File: config.mk
export PLATFORM = sky130hd
export DESIGN_NAME = mega_ram_arbiter
export DESIGN_NICKNAME = d
export VERILOG_FILES = /design/src/rtl/mega_ram_pkg.sv /design/src/rtl/mega_ram_clear_seq.sv /design/src/rtl/mega_ram_arbiter.sv
export SDC_FILE = /design/constraint.sdc
export NUM_CORES = 1
export LEC_CHECK = 0
export ABC_CLOCK_PERIOD_IN_PS = 2400
export BUFFER_PORTS_ARGS = -buffer_cell sky130_fd_sc_hd__buf_2
export CAP_MARGIN = 40
export CORE_UTILIZATION = 48
export DETAILED_ROUTE_END_ITERATION = 12
export GPL_TIMING_DRIVEN = 0
export PLACE_DENSITY = 0.86
export SLEW_MARGIN = 20
export SYNTH_ARGS = -nofsm -noshare
export SYNTH_HDL_FRONTEND = slang
export SYNTH_SLANG_ARGS = --single-unit
File: constraint.sdc
create_clock -name clk -period 2.4 [get_ports clk]
set_input_delay 0.12 -clock clk [delete_from_list [all_inputs] [get_ports clk]]
set_output_delay 0.12 -clock clk [all_outputs]
set_load 0.02 [all_outputs]
File: src/rtl/mega_ram_pkg.sv
// mega_ram_pkg: shared encodings for the mega_ram arbiter slice.
//   state_t : arbiter mode (clear sweep or normal run)
//   gnt_t   : which requester owns the RAM port this cycle
package mega_ram_pkg;

  typedef enum logic {
    ST_CLEAR,
    ST_RUN
  } state_t;

  typedef enum logic [1:0] {
    GNT_NONE,
    GNT_CPU,
    GNT_DMA
  } gnt_t;

  // Width of the DMA starvation counter; wide enough for STARVE_LIMIT up to 255.
  localparam int unsigned WAIT_CNT_W = 8;

endpackage

File: src/rtl/mega_ram_clear_seq.sv
// mega_ram_clear_seq: address sequencer for the post-reset RAM zero sweep.
// Ports:
//   clk, rst  : clock, asynchronous active-high reset
//   active    : sweep in progress (arbiter is in its clear state)
//   clr_cnt   : address being cleared this cycle
//   done      : this cycle writes the last RAM address
//   busy      : sweep in progress, exported to the system
module mega_ram_clear_seq #(
  parameter int unsigned ADDR_BUS_WIDTH = 12
) (
  input  logic                      clk,
  input  logic                      rst,
  input  logic                      active,
  output logic [ADDR_BUS_WIDTH-1:0] clr_cnt,
  output logic                      done,
  output logic                      busy
);

  always_ff @(posedge clk or posedge rst) begin
    if (rst) begin
      clr_cnt <= '0;
    end else if (active) begin
      clr_cnt <= clr_cnt + 1'b1;
    end
  end

  assign done = active && (clr_cnt == '1);
  assign busy = active;

endmodule

File: src/rtl/mega_ram_arbiter.sv
// mega_ram_arbiter: shares the single data-RAM port between the CPU (priority)
// and a DMA/video requester with a starvation bound; zero-sweeps the RAM
// after reset before granting anyone.
// Ports:
//   clk, rst                          : clock, asynchronous active-high reset
//   cpu_re/cpu_we/cpu_a/cpu_d_in      : CPU request side
//   cpu_d_out, cpu_stall              : CPU read data, CPU not granted
//   dma_req/dma_we/dma_a/dma_d_in     : DMA request side (held until ack)
//   dma_ack, dma_rd_valid, dma_d_out  : DMA grant, read data valid, read data
//   ram_we/ram_a/ram_d_in/ram_d_out   : RAM port
//   busy                              : clear sweep in progress
module mega_ram_arbiter
  import mega_ram_pkg::*;
#(
  parameter int unsigned ADDR_BUS_WIDTH = 12,
  parameter int unsigned DATA_BUS_WIDTH = 8,
  parameter int unsigned CLEAR_ON_RESET = 1,
  parameter int unsigned STARVE_LIMIT   = 4
) (
  input  logic                      clk,
  input  logic                      rst,
  input  logic                      cpu_re,
  input  logic                      cpu_we,
  input  logic [ADDR_BUS_WIDTH-1:0] cpu_a,
  input  logic [DATA_BUS_WIDTH-1:0] cpu_d_in,
  output logic [DATA_BUS_WIDTH-1:0] cpu_d_out,
  output logic                      cpu_stall,
  input  logic                      dma_req,
  input  logic                      dma_we,
  input  logic [ADDR_BUS_WIDTH-1:0] dma_a,
  input  logic [DATA_BUS_WIDTH-1:0] dma_d_in,
  output logic                      dma_ack,
  output logic                      dma_rd_valid,
  output logic [DATA_BUS_WIDTH-1:0] dma_d_out,
  output logic                      ram_we,
  output logic [ADDR_BUS_WIDTH-1:0] ram_a,
  output logic [DATA_BUS_WIDTH-1:0] ram_d_in,
  input  logic [DATA_BUS_WIDTH-1:0] ram_d_out,
  output logic                      busy
);

  localparam state_t                RESET_STATE = (CLEAR_ON_RESET != 0) ? ST_CLEAR : ST_RUN;
  localparam logic [WAIT_CNT_W-1:0] STARVE_MAX  = WAIT_CNT_W'(STARVE_LIMIT);

  state_t                    state;
  state_t                    next_state;
  gnt_t                      gnt;
  logic [WAIT_CNT_W-1:0]     wait_cnt;
  logic [ADDR_BUS_WIDTH-1:0] clr_cnt;
  logic                      clr_done;
  logic                      cpu_acc;
  logic                      force_dma;

  mega_ram_clear_seq #(
    .ADDR_BUS_WIDTH (ADDR_BUS_WIDTH)
  ) u_clear_seq (
    .clk     (clk),
    .rst     (rst),
    .active  (state == ST_CLEAR),
    .clr_cnt (clr_cnt),
    .done    (clr_done),
    .busy    (busy)
  );

  always_ff @(posedge clk or posedge rst) begin
    if (rst) begin
      state <= RESET_STATE;
    end else begin
      state <= next_state;
    end
  end

  assign cpu_acc   = cpu_re | cpu_we;
  assign force_dma = dma_req && (wait_cnt == STARVE_MAX);

  always_comb begin
    next_state = state;
    gnt        = GNT_NONE;
    ram_we     = 1'b0;
    ram_a      = cpu_a;
    ram_d_in   = '0;
    cpu_stall  = 1'b1;
    dma_ack    = 1'b0;
    // Reset is applied combinationally too so that the RAM sees no write
    // strobe while rst is held, even though the state already reads CLEAR.
    if (rst) begin
      ram_a = '0;
    end else begin
      unique case (state)
        ST_CLEAR: begin
          ram_we = 1'b1;
          ram_a  = clr_cnt;
          if (clr_done) begin
            next_state = ST_RUN;
          end
        end
        ST_RUN: begin
          cpu_stall = 1'b0;
          if (force_dma) begin
            gnt       = GNT_DMA;
            cpu_stall = cpu_acc;
          end else if (cpu_acc) begin
            gnt = GNT_CPU;
          end else if (dma_req) begin
            gnt = GNT_DMA;
          end
          unique case (gnt)
            GNT_CPU: begin
              ram_we   = cpu_we;
              ram_a    = cpu_a;
              ram_d_in = cpu_d_in;
            end
            GNT_DMA: begin
              ram_we   = dma_we;
              ram_a    = dma_a;
              ram_d_in = dma_d_in;
              dma_ack  = 1'b1;
            end
            default: ;
          endcase
        end
        default: ;
      endcase
    end
  end

  // Starvation counter only runs in RUN; during the sweep a pending DMA
  // request simply waits without accumulating credit.
  always_ff @(posedge clk or posedge rst) begin
    if (rst) begin
      wait_cnt     <= '0;
      dma_rd_valid <= 1'b0;
    end else begin
      dma_rd_valid <= (gnt == GNT_DMA) && !dma_we;
      if (state == ST_RUN) begin
        if (!dma_req || gnt == GNT_DMA) begin
          wait_cnt <= '0;
        end else if (wait_cnt != STARVE_MAX) begin
          wait_cnt <= wait_cnt + 1'b1;
        end
      end
    end
  end

  assign cpu_d_out = ram_d_out;
  assign dma_d_out = ram_d_out;

endmodule

==> results of run 1 <==
## metal layers
layer  vias up  track usage [%]
met5         -                0
met4         0             12.3
met3        13             4.20
met2       138             42.2
met1       939             37.3
li1        933                -
## cell usage in the layout (no fill, tap or decap), drive strengths merged, types with 10 or more instances in the layout
master  synthesis  routed
buf            25     117
nand3          26      26
dfrtp          22      22
nand2          20      20
nor2           17      17
o21ai          16      16
a21oi          14      14
xnor2          13      13
a311oi         11      11
clkbuf          6      10
## sequential cells by signal, indices dropped and copies added, names as in the netlist
register	cells
wait_cnt	8
state	1
u_clear_seq.clr_cnt	12
dma_rd_valid	1
## final cells by class
cell class	instances	share of cell area [%]
multi-input cells	150	41.3
repair buffers	96	22.8
flip-flops and latches	22	22.3
plain buffers	30	8.10
well taps	46	2.33
clock inverters	1	1.22
inverters	7	1.06
clock buffers	3	0.911
## per-stage QoR
stage	area, sq um	TNS [ns]	util (%)
2_1_floorplan	1690	0	-
3_3_place_gp	2170	0	64.4
3_5_place_dp	2190	0	65.3
4_1_cts	2290	0	68.1
5_1_grt	2470	-1.17	73.5
6_report	2470	-0.0180	73.5
## power groups by stage
stage	clock network (W)	registers, W	logic (W)
after detailed placement	0	0.000386	0.000263
after global placement	0	0.000386	0.000255
final	0.000290	0.000380	0.000324
after CTS	0.000285	0.000378	0.000273
after global routing	0.000311	0.000381	0.000347
after floorplan	0	0.000386	0.000166
## worst max-delay path by stage
stage	from	end	slack (ns)	depth (start not counted)
after detailed placement	wait_cnt[0]	ram_a[10]	0.28	8
after global placement	wait_cnt[0]	ram_a[0]	0.27	8
after CTS	wait_cnt[1]	ram_a[6]	0.001	8
after global routing	wait_cnt[1]	ram_a[5]	-0.09	9
final	wait_cnt[0]	ram_a[5]	-0.02	9
after floorplan	wait_cnt[0]	ram_a[10]	0.37	7
## worst max-delay path: stages, from the launching register on
cell      delay, ns
dfrtp_1        0.41
inv_2          0.07
ha_4           0.16
nor4b_4        0.14
buf_4          0.16
a21oi_4        0.20
buf_2          0.20
o21ai_0        0.10
a311oi_1       0.33
buf_2          0.22
## logic make-up (layout without fill, tap and decap cells)
| logic type | count (synthesis) | after routing | synth area share, % |
|---|---|---|---|
| flops | 22 | 22 | 32.6 |
| mux | 1 | 1 | 0.667 |
| fa+ha+maj | 3 | 3 | 2.22 |
| xor+xnor | 16 | 16 | 8.30 |
| simple gates | 78 | 78 | 23.3 |
| buf+inv | 38 | 137 | 12.9 |
| compound gates | 52 | 52 | 20.1 |
## repair_timing
item / in CTS / in global routing
resized for setup: 3 / 30
endpoints found under the setup margin: 8 / 22
endpoints found under the hold margin: 6 / 0
pin swaps: 2 / 13
buffers inserted: 1 / 7
cloned: 0 / 2
hold buffers: 2 / 0
==> impl_metrics.ini, run 1 <==
[clock_network]
cts_buffer_depth = 2
cts_inserted_buffers = 3
cts-root-buf = clkbuf_4
clock_latency_ns = 0.33
clk_pin_slew_worst_paths_ns = 0.12
cts_tree = done
clock-sinks = 22
h-tree-depth = 1

[min_path]
whs_path_depth = 3
hold-path-endpoint = wait_cnt[6]
hold_path.startpoint = dma_req
hold_path_class = in -> reg

[finish]
n_antenna_cell = 0
nets = 367
n_fill_cell = 250
multi_input_area_sq_um = 1020
area_delta_synth_final_pct = 46.3
fin_cells = 355
drive_gt1_share_pct = 46.0
regArea_sq_um = 551

[power_and_ir_drop]
p_sw_w = 0.000303
p_leak_nw = 1.19
intPower_w = 0.000691
p_seq_share_pct = 38.2
power_frac_comb_pct = 32.6
peakVddDrop_uv = 285
p_sw_share_pct = 30.5
clock_power_share_pct = 29.1
power_density_nw_per_um2 = 402
p_total_w = 0.000994

[timing]
max_slew_margin_pct = 58.1
rsz0062_at_grt = yes
fmax_ghz = 0.414
finalSetupViolCount = 1
setup_ws_ns = -0.0180
worst_hold_slack_ns = 0.360
hold_viol = 0
timing.final.max_slew_violations = 0
finalCriticalPeriod_ns = 2.42
worstMarginPinSlew_ns = 0.628
finClkSkew_ns = 0.00660
fin_crit_sh_pct = 101

[placed_design]
placedCellCount = 341
io_buffers = 84
dpl_worst_slack_ns = 0.284
dp_hpwl_microns = 3610
gp_congestion = 0.896

[detailed_routing]
vias = 2023
drcViolationCount = 0
wire_per_inst_microns = 15.4
wirelength_microns = 5480
drt-vias-per-instance = 5.70
detail-route-antenna-nets = 0
wl_met3_microns = 404
drt-met1-wl_microns = 2220
drtIter0Drc = 111
met2_wirelength_microns = 2750
first_pass_iters = 5
highest_layer = met4

[synthesis]
synth.distinct_cells = 37
syn_area_sq_um = 1690
yosys_warnings = 0
synth.top_cell.area_share_pct = 32.6
post-synth-top-count-cell = nand3_1
synth.largest_area_cell = dfrtp_1
avgSynthCellArea_sq_um = 8.04
ys_ff_latch = 22
synthArstFlopShare_pct = 100
yosys-top-cells-count = nand3_1 (26), dfrtp_1 (22), nand2_1 (20), nor2_1 (17), buf_4 (16)
synth.area.top_cells = dfrtp_1 (33%), nand3_1 (7.7%), buf_4 (7.1%)
syn_nets = 267
synth-edff-count = 0
yosysSeqAreaShare_pct = 32.6
synthCells = 210
synth_flop_cell = dfrtp_1

[setup_path]
cp.arrival_ns = 2.30
cp-start-kind = register
r2r-start = wait_cnt[0]
timing.rr.end = wait_cnt[3]
cp-end-kind = output port
r2r_cells = 8
required_ns = 2.28
path_class = reg -> out
r2r_slack_ns = 0.32
crit_fanout = 5

[status]
outcome = finished with violations
violations = setup timing

[job]
cap_violations = 0

[global_routing]
grt_use_total_pct = 27.2
grt_overflow_total = 0
grt_pass1_wl_microns = 7500
antenna_found_initial = 0
grt_pass1_vias = 1714
grt_max_degree = 19

[floorplan]
dieArea_sq_um = 3760
core_region_area_sq_um = 3360
die_w_microns = 61.3
rows = 21
io_pins = 95
dieHeight_microns = 61.3
initial_core_util_pct = 50.2
(Power assumes the default switching activity.)
==> run 2: changes to the inputs <==
- CORE_UTILIZATION: 48 -> 40
- PLACE_DENSITY: 0.86 -> 0.74
==> impl_metrics.ini, run 2 (same netlist as run 1, synthesis figures left out) <==
[detailed_routing]
drt-vias-per-instance = 5.48
wire_per_inst_microns = 13.7
vias = 1930
wirelength_microns = 4820
drtIter0Drc = 70
detail-route-antenna-nets = 0
first_pass_iters = 6
drcViolationCount = 0

[finish]
drive_gt1_share_pct = 41.1
most-common-layout-cells = buf_2 (88), nand3_1 (26), dfrtp_1 (22)
nets = 360
area_delta_synth_final_pct = 37.9
largest_reg_flops = 12
top_register = u_clear_seq.clr_cnt
final_common_cell = buf_2
top_regs = u_clear_seq.clr_cnt x12, wait_cnt x8
n_antenna_cell = 0

[clock_network]
cts-root-buf = clkbuf_8
clock_latency_ns = 0.27
clk_pin_slew_worst_paths_ns = 0.08
cts_inserted_buffers = 3
cts_tree = done
clock-sinks = 22
cts_buffer_depth = 2
h-tree-depth = 1

[setup_path]
slowest_delay_ns = 0.41
cp-end-kind = output port
path_cells = inv_1, ha_1, nor4b_4, buf_4, a21o_4, buf_6, nand3_1, a311oi_1, buf_2
required_ns = 2.28
crit_fanout = 10
crit_path_top_delay_cell = dfrtp_1
r2r_cells = 7
cp-start-kind = register
cp.arrival_ns = 2.18
path_class = reg -> out

[global_routing]
grt_max_degree = 18
grt_pass1_wl_microns = 7360
antenna_found_initial = 0
grt_overflow_total = 0
grt_use_met3_pct = 2.23
grt_pass1_vias = 1604
grt_use_total_pct = 21.7
grt-busiest-layer = met2
gr-usage-met1_pct = 30.4
grtUsageMet2_pct = 34.0

[floorplan]
dieHeight_microns = 67.0
io_pins = 95
die_w_microns = 67.0
rows = 23
dieArea_sq_um = 4490
core_region_area_sq_um = 4030
initial_core_util_pct = 41.9

[timing]
fin_crit_sh_pct = 95.9
finClkSkew_ns = 0.00520
timing.final.max_slew_violations = 0
finalSetupViolCount = 0
tns_ns = 0
rsz0062_at_grt = no
finalCriticalPeriod_ns = 2.30
max_slew_margin_pct = 64.1
fmax_ghz = 0.435
worstMarginPinSlew_ns = 0.539
hold_viol = 0

[placed_design]
dp_hpwl_microns = 3680
io_buffers = 84
gp_congestion = 0.822

[min_path]
hold_path_class = in -> async

[status]
outcome = finished clean

[power_and_ir_drop]
p_leak_nw = 1.14
p_total_w = 0.00101
peakVddDrop_uv = 333
power_density_nw_per_um2 = 432

[job]
cap_violations = 0
-- run 2: through the flow --
stage | hold slack [ns] | cells | setup slack [ns] | util, % | instance area (sq um)
floorplan | 0.193 | 210 | 0.371 | - | 1690
global placement | 0.302 | 344 | 0.313 | 53.9 | 2170
detailed placement | 0.302 | 345 | 0.358 | 54.6 | 2200
CTS | 0.00223 | 349 | 0.0198 | 56.4 | 2270
global route | 0.0229 | 352 | 0.00940 | 57.8 | 2330
finish | 0.0157 | 352 | 0.0986 | 57.8 | 2330
-- run 2: worst paths after layout --
check	from	slack [ns]	endpoint
setup reg to reg	wait_cnt[1]	0.59	wait_cnt[3]
hold / removal	rst	0.02	wait_cnt[7]
hold reg to reg	u_clear_seq.clr_cnt[5]	0.51	u_clear_seq.clr_cnt[5]
setup / recovery	wait_cnt[1]	0.1	ram_a[1]
max in group asynchronous	rst	1.98	wait_cnt[1]
min in group clk	dma_we	0.03	dma_rd_valid
-- run 2: report_power, final --
part | leakage, nW | total (W) | internal, W | switching, W
clock network | 0.0357 | 0.000349 | 0.000223 | 0.000126
logic | 0.806 | 0.000280 | 0.000122 | 0.000158
registers | 0.300 | 0.000379 | 0.000375 | 0.00000376
-- run 2: what timing repair did --
item,in CTS,in global routing
resized for setup,0,9
hold buffers,0,0
setup buffers,0,3
setup endpoints to repair,0,20
endpoints found under the hold margin,0,0
-- run 2: routing by layer --
| metal | routed length [microns] | up-vias | share of wire [%] |
|---|---|---|---|
| met5 | 0 | - | 0 |
| met4 | 88 | 0 | 1.8 |
| met3 | 397 | 10 | 8.2 |
| met2 | 2290 | 107 | 47 |
| met1 | 2050 | 891 | 42 |
| li1 | - | 922 | - |
-- run 2: critical path, delay by kind of cell, from the launching register on --
family                   cells  cell delay [ns]
flip-flops                   1             0.41
AND/OR/NAND/NOR              2             0.26
AO/OA/AOI/OAI                2             0.46
buffers and inverters        4             0.64
adder cells (fa/ha/maj)      1             0.16
-- run 2: cell type report --
| class | count | area, sq um |
|---|---|---|
| fillers | 368 | 1700 |
| clock buffers | 3 | 41.3 |
| flip-flops and latches | 22 | 551 |
| inverters | 7 | 26.3 |
| repair buffers | 88 | 473 |
| plain buffers | 31 | 198 |
| clock inverters | 1 | 30.0 |
| well taps | 50 | 62.6 |
| multi-input cells | 150 | 947 |
==> run 3: changes to the inputs <==
- ABC_CLOCK_PERIOD_IN_PS: 2400 -> 1860
- PLACE_DENSITY: 0.74 -> 0.76
- clock period: 2.4 -> 1.86 ns (I/O delays scaled with it)
==> impl_metrics.ini, run 3 (same netlist as run 1, synthesis figures left out) <==
[finish]
final_util_pct = 65.0
top_regs = u_clear_seq.clr_cnt x12, wait_cnt x8
top_register = u_clear_seq.clr_cnt
final_area_sq_um = 2620
largest_reg_flops = 12
final_common_cell = buf_2
nets = 377
area_delta_synth_final_pct = 55.1
drive_gt1_share_pct = 51.4
most-common-layout-cells = buf_2 (73), buf_4 (48), nand3_1 (24)
n_antenna_cell = 0
n_fill_cell = 324

[power_and_ir_drop]
power_density_nw_per_um2 = 507
peakVddDrop_uv = 258
p_leak_nw = 1.25

[floorplan]
initial_core_util_pct = 41.9
core_region_area_sq_um = 4030
rows = 23
io_pins = 95
die_w_microns = 67.0
dieArea_sq_um = 4490
dieHeight_microns = 67.0

[clock_network]
clock_latency_ns = 0.27
cts_tree = done
cts_buffer_depth = 2
h-tree-depth = 1
clock-sinks = 22
cts_inserted_buffers = 3
clk_pin_slew_worst_paths_ns = 0.08
cts-root-buf = clkbuf_8

[timing]
fin_crit_sh_pct = 119
finClkSkew_ns = 0.00309
finalSetupViolCount = 25
worstMarginPinSlew_ns = 0.736
max_slew_margin_pct = 51.0
fmax_ghz = 0.453
hold_viol = 0
setup_ws_ns = -0.346
timing.final.max_slew_violations = 0
rsz0062_at_grt = yes
finalCriticalPeriod_ns = 2.21

[global_routing]
grt_pass1_wl_microns = 8450
grt_use_total_pct = 25.3
grt_overflow_total = 0
antenna_found_initial = 0
grt_pass1_vias = 1775
grt_max_degree = 14

[placed_design]
io_buffers = 84
gp_congestion = 0.853
dp_hpwl_microns = 3750
place_area_sq_um = 2270

[setup_path]
crit_fanout = 6
path_class = reg -> out
cp.arrival_ns = 2.11
path_cells = inv_2, ha_4, nor4b_4, buf_4, a21oi_4, buf_6, o21ai_2, a311oi_2, buf_4
cp-start-kind = register
cp-end-kind = output port
required_ns = 1.77
crit_top_cell = buf_4
slowest_delay_ns = 0.38
crit_path_top_delay_cell = dfrtp_1

[min_path]
hold_path_class = in -> reg

[detailed_routing]
drt-vias-per-instance = 5.48
vias = 2021
drcViolationCount = 0
wirelength_microns = 5630
wire_per_inst_microns = 15.2
first_pass_iters = 4
drtIter0Drc = 84
detail-route-antenna-nets = 0

[status]
violations = setup timing
outcome = finished with violations

[job]
cap_violations = 0
run 3: final timing paths:
kind | start | endpoint | slack [ns] | depth (start not counted)
max | wait_cnt[0] | ram_a[3] | -0.35 | 9
min | dma_we | dma_rd_valid | 0.03 | 2
max reg2reg | wait_cnt[1] | wait_cnt[3] | -0.05 | 7
min reg2reg | u_clear_seq.clr_cnt[5] | u_clear_seq.clr_cnt[5] | 0.52 | 1
max in group asynchronous | rst | u_clear_seq.clr_cnt[2] | 1.36 | 3
min in group asynchronous | rst | wait_cnt[7] | 0.05 | 2
run 3: area by class of cell:
cell class	instances	area, sq um	area share, %
well taps	50	62.6	2.39
inverters	7	26.3	1.00
flip-flops and latches	22	551	21.0
plain buffers	30	200	7.64
clock buffers	4	55.1	2.10
multi-input cells	150	1080	41.2
repair buffers	106	646	24.6
run 3: repair_timing:
item	in CTS	in global routing
pin swaps	10	13
gates cloned	3	0
endpoints found under the setup margin	29	31
gates resized for setup	34	21
hold buffers	0	0
buffers inserted	22	2
run 3: per-stage QoR:
stage	hold slack (ns)	total power, W	std cells	setup WS, ns	setup TNS [ns]
CTS	0.0287	0.00131	371	-0.293	-5.36
floorplan	0.166	0.000727	210	0.0143	0
global route	0.0449	0.00138	369	-0.410	-8.21
finish	0.0256	0.00133	369	-0.346	-6.26
global placement	0.274	0.000844	344	-0.211	-3.34
detailed placement	0.288	0.000852	345	-0.181	-2.46
run 3: routing by layer:
| metal | global-route usage (%) | vias to the layer above | part of all wire, % |
|---|---|---|---|
| met5 | 0 | - | 0 |
| met4 | 8.24 | 0 | 1.7 |
| met3 | 1.03 | 10 | 6.0 |
| met2 | 43.7 | 93 | 50 |
| met1 | 33.6 | 964 | 42 |
| li1 | - | 954 | - |
run 3: report_power, final:
group | switching, W | total [W] | internal, W
clock | 0.000168 | 0.000358 | 0.000189
sequential | 0.00000604 | 0.000490 | 0.000484
combinational | 0.000248 | 0.000481 | 0.000233
total | 0.000422 | 0.00133 | 0.000906
run 3: worst max-delay path, delay by kind of cell, from the launching register on:
family,cells,cell delay [ns]
compound gates,3,0.60
buf+inv,4,0.58
flops,1,0.38
fa+ha+maj,1,0.15
simple gates,1,0.13
